$ cat src/rtl/axi_pkg.sv
// Shared AXI constants, widths and beat-placement helper for the NPC simulated-memory slaves.
package axi_pkg;

    localparam int unsigned ID_W   = 4;
    localparam int unsigned ADDR_W = 64;
    localparam int unsigned DATA_W = 64;

    localparam logic [2:0] AXSIZE_1 = 3'd0;
    localparam logic [2:0] AXSIZE_2 = 3'd1;
    localparam logic [2:0] AXSIZE_4 = 3'd2;
    localparam logic [2:0] AXSIZE_8 = 3'd3;

    localparam logic [1:0] AXBURST_FIXED = 2'b00;
    localparam logic [1:0] AXBURST_INCR  = 2'b01;
    localparam logic [1:0] AXBURST_WRAP  = 2'b10;
    localparam logic [1:0] AXBURST_RSVD  = 2'b11;

    localparam logic [1:0] XRESP_OKAY   = 2'b00;
    localparam logic [1:0] XRESP_SLVERR = 2'b10;
    localparam logic [1:0] XRESP_DECERR = 2'b11;

    localparam logic [2:0] AXPORT_PRIV  = 3'b001;
    localparam logic [2:0] AXPORT_NSEC  = 3'b010;
    localparam logic [2:0] AXPORT_INSTR = 3'b100;

    typedef enum logic [2:0] {
        ST_IDLE,
        ST_WAIT,
        ST_RD,
        ST_CAP,
        ST_DATA
    } rd_state_e;

    // Right-justify the addressed bytes and zero everything above the beat size.
    function automatic logic [DATA_W-1:0] place_beat(input logic [DATA_W-1:0] word,
                                                     input logic [2:0]        lane,
                                                     input logic [2:0]        size);
        logic [DATA_W-1:0] shifted;
        shifted = word >> {lane, 3'b000};
        case (size)
            AXSIZE_1: return {56'd0, shifted[7:0]};
            AXSIZE_2: return {48'd0, shifted[15:0]};
            AXSIZE_4: return {32'd0, shifted[31:0]};
            default:  return shifted;
        endcase
    endfunction

endpackage

$ cat src/rtl/axi_burst_addr.sv
// Combinational AXI next-beat address and WRAP window lower bound.
module axi_burst_addr
    import axi_pkg::*;
(
    input  logic [ADDR_W-1:0] addr,
    input  logic [2:0]        size,
    input  logic [7:0]        len,
    input  logic [1:0]        burst,
    output logic [ADDR_W-1:0] next_addr,
    output logic [ADDR_W-1:0] wrap_lo
);

    logic [ADDR_W-1:0] step;
    logic [ADDR_W-1:0] wrap_mask;

    always_comb begin
        step      = ADDR_W'(1) << size;
        wrap_mask = ((ADDR_W'(len) + ADDR_W'(1)) << size) - ADDR_W'(1);
        wrap_lo   = addr & ~wrap_mask;
        next_addr = addr;
        case (burst)
            AXBURST_INCR: next_addr = addr + step;
            AXBURST_WRAP: next_addr = wrap_lo | ((addr + step) & wrap_mask);
            default:      next_addr = addr;
        endcase
    end

endmodule

$ cat src/rtl/axi_rd_slave.sv
// AXI read responder in front of a synchronous single-port SRAM; one transaction at a time,
// one SRAM read per beat, error class decided at accept and re-checked for range per beat.
module axi_rd_slave
    import axi_pkg::*;
#(
    parameter logic [ADDR_W-1:0] MEM_BASE  = 64'h8000_0000,
    parameter logic [ADDR_W-1:0] MEM_BYTES = 64'h0800_0000,
    parameter int unsigned       MEM_AW    = 24,
    parameter int unsigned       LATENCY   = 0,
    parameter bit                RALIGN    = 1'b1
) (
    input  logic              clk,
    input  logic              rstn,
    input  logic [ID_W-1:0]   ARID,
    input  logic [ADDR_W-1:0] ARADDR,
    input  logic [7:0]        ARLEN,
    input  logic [2:0]        ARSIZE,
    input  logic [1:0]        ARBURST,
    input  logic [2:0]        ARPORT,
    input  logic              ARVALID,
    output logic              ARREADY,
    output logic [ID_W-1:0]   RID,
    output logic [DATA_W-1:0] RDATA,
    output logic [1:0]        RRESP,
    output logic              RLAST,
    output logic              RVALID,
    input  logic              RREADY,
    output logic              mem_ren,
    output logic [MEM_AW-1:0] mem_addr,
    input  logic [DATA_W-1:0] mem_rdata
);

    localparam logic [3:0] WAIT_LAST = 4'(LATENCY - 1);

    rd_state_e         state, next_state;
    logic [ID_W-1:0]   id_q;
    logic [ADDR_W-1:0] addr_q, next_addr, wrap_lo_unused, offset;
    logic [7:0]        len_q, beat_q;
    logic [2:0]        size_q;
    logic [1:0]        burst_q, beat_resp;
    logic [3:0]        wait_cnt;
    logic              slverr_q, req_slverr, in_range, beat_ok;
    logic              unused_prot;

    assign unused_prot = ^(ARPORT & (AXPORT_PRIV | AXPORT_NSEC | AXPORT_INSTR));

    axi_burst_addr u_burst_addr (
        .addr      (addr_q),
        .size      (size_q),
        .len       (len_q),
        .burst     (burst_q),
        .next_addr (next_addr),
        .wrap_lo   (wrap_lo_unused)
    );

    always_comb begin
        req_slverr = (ARSIZE > AXSIZE_8) || (ARBURST == AXBURST_RSVD)
                  || (ARBURST == AXBURST_WRAP && !(ARLEN inside {8'd1, 8'd3, 8'd7, 8'd15}))
                  || (ARBURST != AXBURST_FIXED
                      && (ARADDR & ((ADDR_W'(1) << ARSIZE) - ADDR_W'(1))) != '0);
        // Below-base addresses wrap to a huge offset, so one compare covers both bounds.
        offset    = addr_q - MEM_BASE;
        in_range  = offset < MEM_BYTES;
        beat_ok   = !slverr_q && in_range;
        beat_resp = slverr_q ? XRESP_SLVERR : (in_range ? XRESP_OKAY : XRESP_DECERR);
    end

    always_ff @(posedge clk) begin
        if (!rstn) state <= ST_IDLE;
        else       state <= next_state;
    end

    always_comb begin
        next_state = state;
        mem_ren    = 1'b0;
        mem_addr   = '0;
        case (state)
            ST_IDLE: if (ARVALID && ARREADY) next_state = (LATENCY > 0) ? ST_WAIT : ST_RD;
            ST_WAIT: if (wait_cnt == WAIT_LAST) next_state = ST_RD;
            ST_RD: begin
                mem_ren    = beat_ok;
                mem_addr   = beat_ok ? offset[MEM_AW+2:3] : '0;
                next_state = ST_CAP;
            end
            ST_CAP:  next_state = ST_DATA;
            ST_DATA: if (RREADY) next_state = RLAST ? ST_IDLE : ST_RD;
            default: next_state = ST_IDLE;
        endcase
    end

    always_ff @(posedge clk) begin
        if (!rstn) begin
            ARREADY  <= 1'b0;
            RVALID   <= 1'b0;
            RLAST    <= 1'b0;
            RID      <= '0;
            RDATA    <= '0;
            RRESP    <= '0;
            id_q     <= '0;
            addr_q   <= '0;
            len_q    <= '0;
            size_q   <= '0;
            burst_q  <= '0;
            beat_q   <= '0;
            slverr_q <= 1'b0;
            wait_cnt <= '0;
        end else begin
            ARREADY <= (next_state == ST_IDLE);
            case (state)
                ST_IDLE: if (ARVALID && ARREADY) begin
                    id_q     <= ARID;
                    addr_q   <= ARADDR;
                    len_q    <= ARLEN;
                    size_q   <= ARSIZE;
                    burst_q  <= ARBURST;
                    beat_q   <= '0;
                    slverr_q <= req_slverr;
                    wait_cnt <= '0;
                end
                ST_WAIT: wait_cnt <= wait_cnt + 4'd1;
                ST_CAP: begin
                    RVALID <= 1'b1;
                    RLAST  <= (beat_q == len_q);
                    RID    <= id_q;
                    RRESP  <= beat_resp;
                    if (!beat_ok)    RDATA <= '0;
                    else if (RALIGN) RDATA <= place_beat(mem_rdata, addr_q[2:0], size_q);
                    else             RDATA <= mem_rdata;
                end
                ST_DATA: if (RREADY) begin
                    RVALID <= 1'b0;
                    if (!RLAST) begin
                        addr_q <= next_addr;
                        beat_q <= beat_q + 8'd1;
                    end
                end
                default: ;
            endcase
        end
    end

endmodule
$ cat config.mk
export PLATFORM = sky130hd
export DESIGN_NAME = axi_rd_slave
export DESIGN_NICKNAME = d
export VERILOG_FILES = /design/src/rtl/axi_pkg.sv /design/src/rtl/axi_burst_addr.sv /design/src/rtl/axi_rd_slave.sv
export SDC_FILE = /design/constraint.sdc
export NUM_CORES = 1
export LEC_CHECK = 0
export BUFFER_PORTS_ARGS = -buffer_cell sky130_fd_sc_hd__buf_2
export CAP_MARGIN = 20
export CELL_PAD_IN_SITES_DETAIL_PLACEMENT = 0
export CELL_PAD_IN_SITES_GLOBAL_PLACEMENT = 1
export CORE_ASPECT_RATIO = 0.7
export CORE_UTILIZATION = 45
export DETAILED_ROUTE_END_ITERATION = 16
export GPL_TIMING_DRIVEN = 0
export PLACE_DENSITY = 0.95
export SLEW_MARGIN = 30
export SYNTH_ARGS = -nofsm -noshare
export SYNTH_HDL_FRONTEND = slang
export SYNTH_HIERARCHICAL = 1
export SYNTH_SLANG_ARGS = --single-unit
$ cat constraint.sdc
create_clock -name clk -period 11.5 [get_ports clk]
set_input_delay 1.725 -clock clk [delete_from_list [all_inputs] [get_ports clk]]
set_output_delay 1.725 -clock clk [all_outputs]
set_load 0.05 [all_outputs]
After elaboration in Yosys (flattened, before gate mapping)
Index checks and enable logic that the tools add are counted.
{"block": "word_totals", "ff_bits": 170, "latch_bits": 0, "ramBits": 0, "romBits": 0, "out_inout_bits": 98, "word_cells": 101, "memories": 0}
{"block": "classes", "add_sub_neg": 7, "n_mul": 0, "n_div": 0, "order_cmp": 2, "eq_ne": 20, "shift": 4, "n_mux": 25, "bitwise": 5, "reduce_logical": 23}
{"op": "two-way mux 64 bit", "n": 4}
{"op": "one-hot mux 64 bit (2 select lines)", "n": 2}
{"op": "AND 64 bit", "n": 3}
{"op": "one-hot mux 64 bit (3 select lines)", "n": 1}
{"op": "left shift 1 x 3 -> 64 bit, first input constant", "n": 2}
{"op": "subtractor 64 x 1 -> 64 bit, second input constant", "n": 2}
{"op": "adder 64 bit", "n": 1}
{"op": "less-than comparator 64 x 28 -> 1 bit, second input constant", "n": 1}
{"op": "NOT 64 bit", "n": 1}
{"op": "bitwise OR 64 bit", "n": 1}
{"op": "nonzero test 64 bit", "n": 1}
{"op": "left shift 64 x 3 -> 64 bit", "n": 1}
{"op": ">> shifter 64 x 6 -> 64 bit", "n": 1}
{"op": "subtractor 64 x 32 -> 64 bit, second input constant", "n": 1}
{"op": "two-way mux 24 bit", "n": 2}
{"op": "two-way mux 8 bit", "n": 3}
{"op": "one-hot mux 8 bit (2 select lines)", "n": 1}
{"op": "one-hot mux 3 bit (5 select lines)", "n": 1}
{"op": "adder 8 x 1 -> 9 bit, second input constant", "n": 1}
{"op": "equality test 3 x 2 -> 1 bit, second input constant", "n": 3}
{"op": "logical NOT 3 bit", "n": 3}
{"op": "two-way mux 3 bit", "n": 3}
{"op": "adder 8 x 1 -> 8 bit, second input constant", "n": 1}
{"op": "equality test 8 x 1 -> 1 bit, second input constant", "n": 1}
{"op": "other kinds (26)", "n": 45}

Logic depth before layout (Yosys ltp)
Gate-level depths: netlist of run 1.
{"block": "logic_depth", "word_depth": 10, "mapped_depth": 20, "depth_no_buf": 16}

Cells and area by module
Netlist of run 1, hierarchy kept.
{"module": "axi_rd_slave", "n_inst": 1, "cells_each": 1105, "area_per_inst_um2": 9444.1}
{"module": "axi_burst_addr", "n_inst": 1, "cells_each": 752, "area_per_inst_um2": 4800.9}

Worst setup path after synthesis of run 1
No wires, ideal clock.
{"block": "synth_timing", "kind": "flip-flop to output port", "from": "register addr_q[39]", "to": "output mem_addr[14]", "arrival_ns": 3.606, "t_required_ns": 9.775, "path_slack_ns": 6.169, "path_stages_with_launch": 10, "n_path_buf": 2, "path_cell_list": "dfxtp_1 -> or4_4 -> or3_1 -> buf_2 -> or4b_4 -> a2111oi_4 -> nand4_2 -> nor4_4 -> buf_4 -> and2_1"}
{"block": "synth_between", "elab_chain_cells": 5}
{"element": "start: declaration", "line_no": "axi_rd_slave.sv:37", "source": "logic [ADDR_W-1:0] addr_q, next_addr, wrap_lo_unused, offset;"}
{"element": "start signal: assignment", "line_no": "axi_rd_slave.sv:133", "source": "addr_q <= next_addr;"}
{"element": "subtractor 64 x 32 -> 64 bit", "line_no": "axi_rd_slave.sv:62", "source": "offset = addr_q - MEM_BASE;"}
{"element": "less-than comparator 64 x 28 -> 1 bit", "line_no": "axi_rd_slave.sv:63", "source": "in_range = offset < MEM_BYTES;"}
{"element": "logical AND 1 bit", "line_no": "axi_rd_slave.sv:64", "source": "beat_ok = !slverr_q && in_range;"}
{"element": "two-way mux 24 bit", "line_no": "axi_rd_slave.sv:82", "source": "mem_addr = beat_ok ? offset[MEM_AW+2:3] : '0;"}
{"element": "two-way mux 24 bit", "line_no": "axi_rd_slave.sv:77", "source": "case (state)"}
{"element": "end: declaration", "line_no": "axi_rd_slave.sv:29", "source": "output logic [MEM_AW-1:0] mem_addr,"}
Every way passes these cells.

Worst setup path after layout of run 1
{"block": "layout_timing", "from": "register addr_q[39]", "to": "output mem_addr[5]"}
The elaborated chain is that of the path after synthesis.

==> results.yml, run 1 <==
run_status:
  status: "completed"
timing:
  slew_headroom: 0.303
  finalHoldViolations: 0
  setup_ws_ns: 4.88
  finalCriticalPeriod_ns: 6.62
  finalCritPeriodShare: 0.576
  tns_ns: 0
  worst_pin_slew_ns: 1.03
  setup_viol: 0
  finalMaxSlewViolations: 0
  fmax_mhz: 151
  clock_skew_ns: 0.0194
  hold_ws_ns: 0.452
  grt_setup_unrepaired: "false"
final_layout:
  fin_nets: 2224
  finish.utilization: 0.539
  area_growth_pct: 17.4
  fin_area_um2: 16300
  fillers: 2963
  drive_gt1_frac: 0.198
min_path:
  holdCritStartpoint: "RDATA[22]$_SDFFE_PN0P_"
  min_path_type: "register to register"
  hold_depth: 2
clock_network:
  root_buffer: "clkbuf_16"
  cts.repair.resized: 0
  cts_sinks: 170
  cts_setup_buffers: 0
  cts_max_level: 4
  cts_max_path_buffers: 2
  cts_made_buffers: 17
  postCtsHoldBufs: 0
  clk_latency_ns: 0.47
  cts_tree: "yes"
  clk_pin_slew_worst_paths_ns: 0.08
placement:
  placed_area_um2: 15600
  gp_congestion: 1.02
  io_buffers: 246
  pre_cts_slack_ns: 5.38
  dp_hpwl_um: 43800
route:
  route.detailed.drc: 0
  vias: 15800
  wire_per_inst_um: 23.0
  drt_iter0_drc: 1949
  via_per_inst: 6.36
  firstDrtPassIters: 9
  drtAntennaViolNets: 0
  drt-total-wl_um: 57100
worst_setup_path:
  rrSetupSlack_ns: 6.58
  r2r_cells: 17
  critical_path_arrival_ns: 4.89
  worstSetupStartpointType: "register"
  cp.required_ns: 9.78
  r2r_start: "size_q[1]$_SDFFE_PN0P_"
  critPathKind: "register to output pin"
  worstSetupStartpoint: "addr_q[39]$_SDFFE_PN0P_"
  cp_max_fo: 12
  cp-end-kind: "output pin"
power:
  power_density_nw_per_um2: 125
  pwr-share-seq: 0.343
  ir_drop_mv: 0.0833
  pwr-share-comb: 0.354
  clkPwrFrac: 0.303
  switching_share: 0.413
  p_int_uw: 1200
  p_leak_uw: 0.00680
  power_switching_uw: 841
logic_synthesis:
  ys_warn_count: 6
  syn_area_um2: 13900
  syn_inst: 1788
  syn_avg_cell_area_um2: 7.75
  syn_nets: 1959
floorplan:
  row_count: 53
  dieArea_um2: 31500
  fp.dieH_um: 149
  initial_core_util: 0.459
  die_w_um: 212
  ios: 250
  coreArea_um2: 30200
flow_run:
  maxCapViolCount: 0
global_route:
  grt_pass1_wl_um: 86200
  antenna_found_initial: 1
  grt_max_degree: 22
  grt_pass1_vias: 14600
  grt_usage: 0.357
  grt_overflow: 0
==> critical path: stages, from the launching register on <==
cell and delay (ns):
dfxtp_1 0.45, or4_4 0.63, or3_1 0.36, buf_2 0.17
or4b_4 0.56, a2111oi_4 0.38, nand4_2 0.40, nor4_4 0.78
buf_2 0.30, and2_1 0.14, buf_2 0.26
==> metrics by stage <==
step / total power, µW / instances
3_3_place_gp: 1390 / 2446
5_1_grt: 2120 / 2478
6_report: 2040 / 2479
4_1_cts: 2010 / 2478
3_5_place_dp: 1400 / 2446
2_1_floorplan: 1160 / 1788
==> cells in the final DEF, fill, tap and decap left out, types with 16 or more instances in the layout <==
cell type  instances
buf_2            255
dfxtp_1          170
mux2i_1           98
a21boi_0          25
clkbuf_1          95
ha_1              18
a21oi_1           78
o21ai_1           30
nor2_1           123
o21ai_0           83
nand4_1           26
nor4_1            29
a211oi_1          25
nor2b_1           18
a31oi_1           18
xor2_1            24
nand2_1          297
nor3_1            34
mux2_2            33
o211a_1           67
inv_1             33
clkbuf_16         17
nand3_1           47
o22a_1            18
buf_1             16
and2_1            32
o21a_1            17
o31ai_1           27
==> flip-flops by register name (all words and copies together), names as in the netlist <==
name	count
ARREADY	1
RDATA	64
RID	4
RLAST	1
RRESP	2
RVALID	1
addr_q	64
beat_q	8
burst_q	2
id_q	4
len_q	8
size_q	3
slverr_q	1
state	3
wait_cnt	4
==> final cells by class <==
class	count	area (µm²)	area share
tap	412	515	0.0317
buffer	138	647	0.0398
clock buffer	17	425	0.0262
clock inverter	15	204	0.0125
sequential	170	3400	0.209
multi-input combinational	1441	9680	0.596
antenna	1	2.50	0.000154
timing repair buffer	246	1230	0.0757
inverter	39	146	0.00901
==> layer usage <==
layer  GRT usage  wire length, µm  share of wire  vias to the layer above
li1            -                -              -                     7184
met4       0.113             1510          0.026                        0
met1       0.522            25300           0.44                     7471
met5           0                0              0                        -
met2       0.508            23500           0.41                      996
met3      0.0876             6860           0.12                      119
==> path summary, 6_finish.rpt <==
path | end
setup / recovery | mem_addr[5]
hold / removal | RDATA[22]$_SDFFE_PN0P_
setup reg to reg | addr_q[55]$_SDFFE_PN0P_
hold reg to reg | RDATA[22]$_SDFFE_PN0P_
==> power groups by stage <==
stage / logic [µW] / registers (µW) / clock network [µW]
after floorplan: 479 / 685 / 0
after detailed placement: 691 / 709 / 0
after global routing: 768 / 704 / 643
after global placement: 683 / 706 / 0
after CTS: 696 / 695 / 622
final: 720 / 698 / 618
No activity file was read; power rests on OpenSTA's default activity.
==> run 2: changes to the inputs <==
--- a/config.mk
+++ b/config.mk
@@ -10,10 +10,10 @@
 export CELL_PAD_IN_SITES_DETAIL_PLACEMENT = 0
 export CELL_PAD_IN_SITES_GLOBAL_PLACEMENT = 1
 export CORE_ASPECT_RATIO = 0.7
-export CORE_UTILIZATION = 45
+export CORE_UTILIZATION = 42
 export DETAILED_ROUTE_END_ITERATION = 16
 export GPL_TIMING_DRIVEN = 0
-export PLACE_DENSITY = 0.95
+export PLACE_DENSITY = 0.91
 export SLEW_MARGIN = 30
 export SYNTH_ARGS = -nofsm -noshare
 export SYNTH_HDL_FRONTEND = slang
==> constraint.sdc (replaced) <==
create_clock -name clk -period 6.9 [get_ports clk]
set_input_delay 1.035 -clock clk [delete_from_list [all_inputs] [get_ports clk]]
set_output_delay 1.035 -clock clk [all_outputs]
set_load 0.05 [all_outputs]
==> results.yml, run 2 (same netlist as run 1, synthesis figures left out) <==
run_status:
  status: "completed"
min_path:
  hold_end: "RDATA[1]$_SDFFE_PN0P_"
  min_path_type: "register to register"
  holdCritStartpoint: "RDATA[1]$_SDFFE_PN0P_"
  hold_depth: 2
global_route:
  grt_pass1_wl_um: 88600
  grt_max_degree: 23
  grt_overflow: 0
  antenna_found_initial: 0
  grt_pass1_vias: 14900
  grt_usage: 0.342
floorplan:
  row_count: 55
  dieArea_um2: 33700
  fp.dieH_um: 154
  coreArea_um2: 32400
  die_w_um: 219
  ios: 250
  initial_core_util: 0.427
clock_network:
  cts_made_buffers: 17
  clk_pin_slew_worst_paths_ns: 0.08
  cts_max_level: 4
  root_buffer: "clkbuf_16"
  cts.repair.resized: 0
  cts_tree: "yes"
  postCtsHoldBufs: 0
  clk_latency_ns: 0.47
  cts_max_path_buffers: 2
  cts_setup_buffers: 0
  cts_sinks: 170
timing:
  finalCritPeriodShare: 0.865
  finalMaxSlewViolations: 0
  grt_setup_unrepaired: "false"
  tns_ns: 0
  finalHoldViolations: 0
  setup_viol: 0
  finalCriticalPeriod_ns: 5.97
  clock_skew_ns: 0.0180
  worst_pin_slew_ns: 1.14
  fmax_mhz: 167
  slew_headroom: 0.230
power:
  p_leak_uw: 0.00681
  switching_share: 0.418
  power_density_nw_per_um2: 211
  pwr-share-seq: 0.339
  ir_drop_mv: 0.235
  power_switching_uw: 1440
  clkPwrFrac: 0.306
  p_int_uw: 2000
  pwr-share-comb: 0.355
placement:
  gp_congestion: 1.02
  dp_hpwl_um: 45000
  dp.cells: 2461
  io_buffers: 246
route:
  drtAntennaViolNets: 0
  wire_per_inst_um: 23.6
  drt-total-wl_um: 58800
  route.detailed.drc: 0
  vias: 16000
  firstDrtPassIters: 6
  via_per_inst: 6.41
  drt_iter0_drc: 2042
worst_setup_path:
  cp_max_fo: 12
  worstSetupStartpointType: "register"
  rrSetupSlack_ns: 1.96
  critical_path_arrival_ns: 4.94
  critPathKind: "register to output pin"
  cpPeakStageDelay_ns: 0.76
  r2r_cells: 19
  crit_path_top_delay_cell: "nor4_4"
  r2r-end: "addr_q[60]$_SDFFE_PN0P_"
  path_common_cell: "buf_2"
  crit_chain: "or4_4 > or3_1 > buf_2 > or4b_4 > a2111oi_4 > nand4_2 > nor4_4 > buf_2 > and2_1 > buf_2"
  r2r_start: "size_q[1]$_SDFFE_PN0P_"
  cp-end-kind: "output pin"
  cp.required_ns: 5.86
final_layout:
  layout_common_cells: "nand2_1 (297), buf_2 (255), dfxtp_1 (170)"
  fin_nets: 2224
  final_cells: 2493
  insertedDiodeCount: 0
  drive_gt1_frac: 0.199
  area_growth_pct: 17.7
  reg_top3: "RDATA x64, addr_q x64"
  final_common_cell: "nand2_1"
flow_run:
  maxCapViolCount: 0
run 2: critical path, delay by kind of cell, from the launching register on:
kind / cells / cell delay (ns)
AOI/OAI and AO/OA: 1 / 0.43
and+or+nand+nor: 6 / 2.83
DFF: 1 / 0.46
buffers and inverters: 3 / 0.74
run 2: layer usage:
metal | routed length (µm) | global-route usage | share of wire
met1 | 26300 | 0.512 | 0.45
met2 | 24400 | 0.491 | 0.42
met3 | 6650 | 0.0645 | 0.11
met4 | 1430 | 0.0962 | 0.024
met5 | 0 | 0 | 0
run 2: power by group through the flow:
stage	registers [µW]	logic, µW	clock network [µW]
after floorplan	1140	798	0
after global placement	1180	1150	0
after detailed placement	1180	1170	0
after CTS	1160	1180	1060
after global routing	1180	1300	1100
final	1160	1220	1050
run 2: worst max-delay path by stage:
stage                                  from            to  slack (ns)
floorplan           addr_q[39]$_SDFFE_PN0P_  mem_addr[14]        2.26
global placement    addr_q[39]$_SDFFE_PN0P_  mem_addr[12]        1.41
detailed placement  addr_q[39]$_SDFFE_PN0P_  mem_addr[12]        1.37
CTS                 addr_q[39]$_SDFFE_PN0P_  mem_addr[12]        0.88
global route        addr_q[39]$_SDFFE_PN0P_  mem_addr[12]        0.76
finish              addr_q[39]$_SDFFE_PN0P_  mem_addr[12]        0.93
run 2: metrics by stage:
stage	total power (µW)	util	setup slack (ns)	area, µm²	hold WS [ns]
after floorplan	1940	-	2.26	13900	0.431
after global placement	2330	0.482	1.41	15600	0.434
after detailed placement	2350	0.483	1.37	15600	0.438
after CTS	3400	0.503	0.878	16300	0.451
after global routing	3570	0.503	0.760	16300	0.473
final	3440	0.503	0.930	16300	0.452
run 2: cell type report:
cell class	instances	area, µm²
Tap cell	427	534
Clock buffer	17	425
Sequential cell	170	3400
Fill cell	3227	16100
Inverter	39	146
Buffer	138	647
Timing Repair Buffer	246	1230
Clock inverter	15	221
Multi-Input combinational cell	1441	9700
==> run 3: changes to the inputs <==
--- a/config.mk
+++ b/config.mk
@@ -10,10 +10,11 @@
 export CELL_PAD_IN_SITES_DETAIL_PLACEMENT = 0
 export CELL_PAD_IN_SITES_GLOBAL_PLACEMENT = 1
 export CORE_ASPECT_RATIO = 0.7
-export CORE_UTILIZATION = 42
+export CORE_UTILIZATION = 43
+export CTS_BUF_LIST = sky130_fd_sc_hd__clkbuf_4
 export DETAILED_ROUTE_END_ITERATION = 16
 export GPL_TIMING_DRIVEN = 0
-export PLACE_DENSITY = 0.91
+export PLACE_DENSITY = 0.92
 export SLEW_MARGIN = 30
 export SYNTH_ARGS = -nofsm -noshare
 export SYNTH_HDL_FRONTEND = slang
==> results.yml, run 3 (same netlist as run 1, synthesis figures left out) <==
floorplan:
  initial_core_util: 0.441
  coreArea_um2: 31400
  row_count: 54
  ios: 250
  fp.dieH_um: 152
  dieArea_um2: 32900
  die_w_um: 217
timing:
  slew_headroom: 0.262
  tns_ns: 0
  clock_skew_ns: 0.0484
  finalCritPeriodShare: 0.882
  hold_ws_ns: 0.460
  setup_ws_ns: 0.814
  finalHoldViolations: 0
  finalCriticalPeriod_ns: 6.09
  worst_pin_slew_ns: 1.10
  fmax_mhz: 164
  finalMaxSlewViolations: 0
  grt_setup_unrepaired: "false"
  setup_viol: 0
clock_network:
  root_buffer: "clkbuf_4"
  cts_max_level: 4
  postCtsHoldBufs: 0
  cts_setup_buffers: 0
  cts_max_path_buffers: 2
  cts_tree: "yes"
  cts_sinks: 170
  clk_latency_ns: 0.69
  clk_pin_slew_worst_paths_ns: 0.19
  cts_made_buffers: 17
  cts.repair.resized: 0
route:
  top_layer: "met5"
  firstDrtPassIters: 6
  vias: 15700
  wl_met3_um: 6580
  route.detailed.drc: 0
  via_per_inst: 6.32
  wire_per_inst_um: 23.0
  drtAntennaViolNets: 0
  drt-total-wl_um: 57100
  drt_iter0_drc: 1932
  wl_met2_um: 23200
  m1WireLength_um: 26000
final_layout:
  drive_gt1_frac: 0.198
  layout_common_cells: "nand2_1 (297), buf_2 (255), dfxtp_1 (170)"
  finish.utilization: 0.509
  fin_nets: 2224
  reg_top3: "RDATA x64, addr_q x64"
  area_growth_pct: 15.4
  fillers: 3171
  final_common_cell: "nand2_1"
placement:
  io_buffers: 246
  dp_hpwl_um: 44200
  gp_congestion: 1.00
  pre_cts_slack_ns: 1.58
min_path:
  min_path_type: "register to register"
worst_setup_path:
  cp_max_fo: 12
  cp.required_ns: 5.86
  cp-end-kind: "output pin"
  critical_path_arrival_ns: 5.05
  critPathKind: "register to output pin"
  worstSetupStartpointType: "register"
global_route:
  grt_pass1_wl_um: 86900
  grt_pass1_vias: 14500
  grt_max_degree: 23
  grt_overflow: 0
  grt_usage: 0.339
  antenna_found_initial: 3
power:
  p_leak_uw: 0.00667
  power_density_nw_per_um2: 191
  totalPowerFinal_uw: 3050
  ir_drop_mv: 0.126
flow_run:
  maxCapViolCount: 0
run_status:
  status: "completed"
==> run 3: cell types whose count changed in the layout (fill, tap and decap cells not counted), sizes merged <==
cell	delta
clkinv	-1
diode	+1
inv	+1
==> run 3: power by group <==
group          total [µW]  leakage, µW  switching (µW)  internal (µW)
Clock                 688     0.000179             497            191
Combinational        1200      0.00511             756            446
Sequential           1160      0.00138             119           1050
Total                3050      0.00667            1370           1680
==> run 3: worst paths after layout <==
| check | startpoint | endpoint | slack, ns | depth (start not counted) |
|---|---|---|---|---|
| worst max-delay path | addr_q[39]$_SDFFE_PN0P_ | mem_addr[19] | 0.81 | 10 |
| worst min-delay path | RDATA[21]$_SDFFE_PN0P_ | RDATA[21]$_SDFFE_PN0P_ | 0.46 | 2 |
| worst max register to register | size_q[1]$_SDFFE_PN0P_ | addr_q[60]$_SDFFE_PN0P_ | 1.83 | 19 |
| worst min register to register | RDATA[21]$_SDFFE_PN0P_ | RDATA[21]$_SDFFE_PN0P_ | 0.46 | 2 |
==> run 3: per-stage QoR <==
stage / cells / cell area (µm²)
2_1_floorplan: 1788 / 13900
3_3_place_gp: 2454 / 15600
3_5_place_dp: 2454 / 15600
4_1_cts: 2486 / 16000
5_1_grt: 2487 / 16000
6_report: 2487 / 16000
==> run 3: routing by layer <==
layer  global-route usage  vias up
li1                     -     7175
met1                0.503     7487
met2                0.476      930
met3               0.0880      110
met4               0.0946        4
met5                    0        -
==> run 3: worst max-delay path, stage by stage, from the launching register on <==
cell and delay, ns:
dfxtp_1 0.49, or4_4 0.63, or3_1 0.37, buf_2 0.18, or4b_4 0.55, a2111oi_4 0.41, nand4_2 0.38, nor4_4 0.71
buf_4 0.27, and2_1 0.14, buf_2 0.27
==> run 3: cell type report <==
cell class | instances | area, µm² | share of cell area
buffer | 138 | 647 | 0.0405
timing repair buffer | 246 | 1230 | 0.0770
antenna | 1 | 2.50 | 0.000157
inverter | 39 | 146 | 0.00916
sequential | 170 | 3400 | 0.213
multi-input combinational | 1441 | 9680 | 0.606
tap | 420 | 526 | 0.0329
clock buffer | 17 | 128 | 0.00798
clock inverter | 15 | 219 | 0.0137
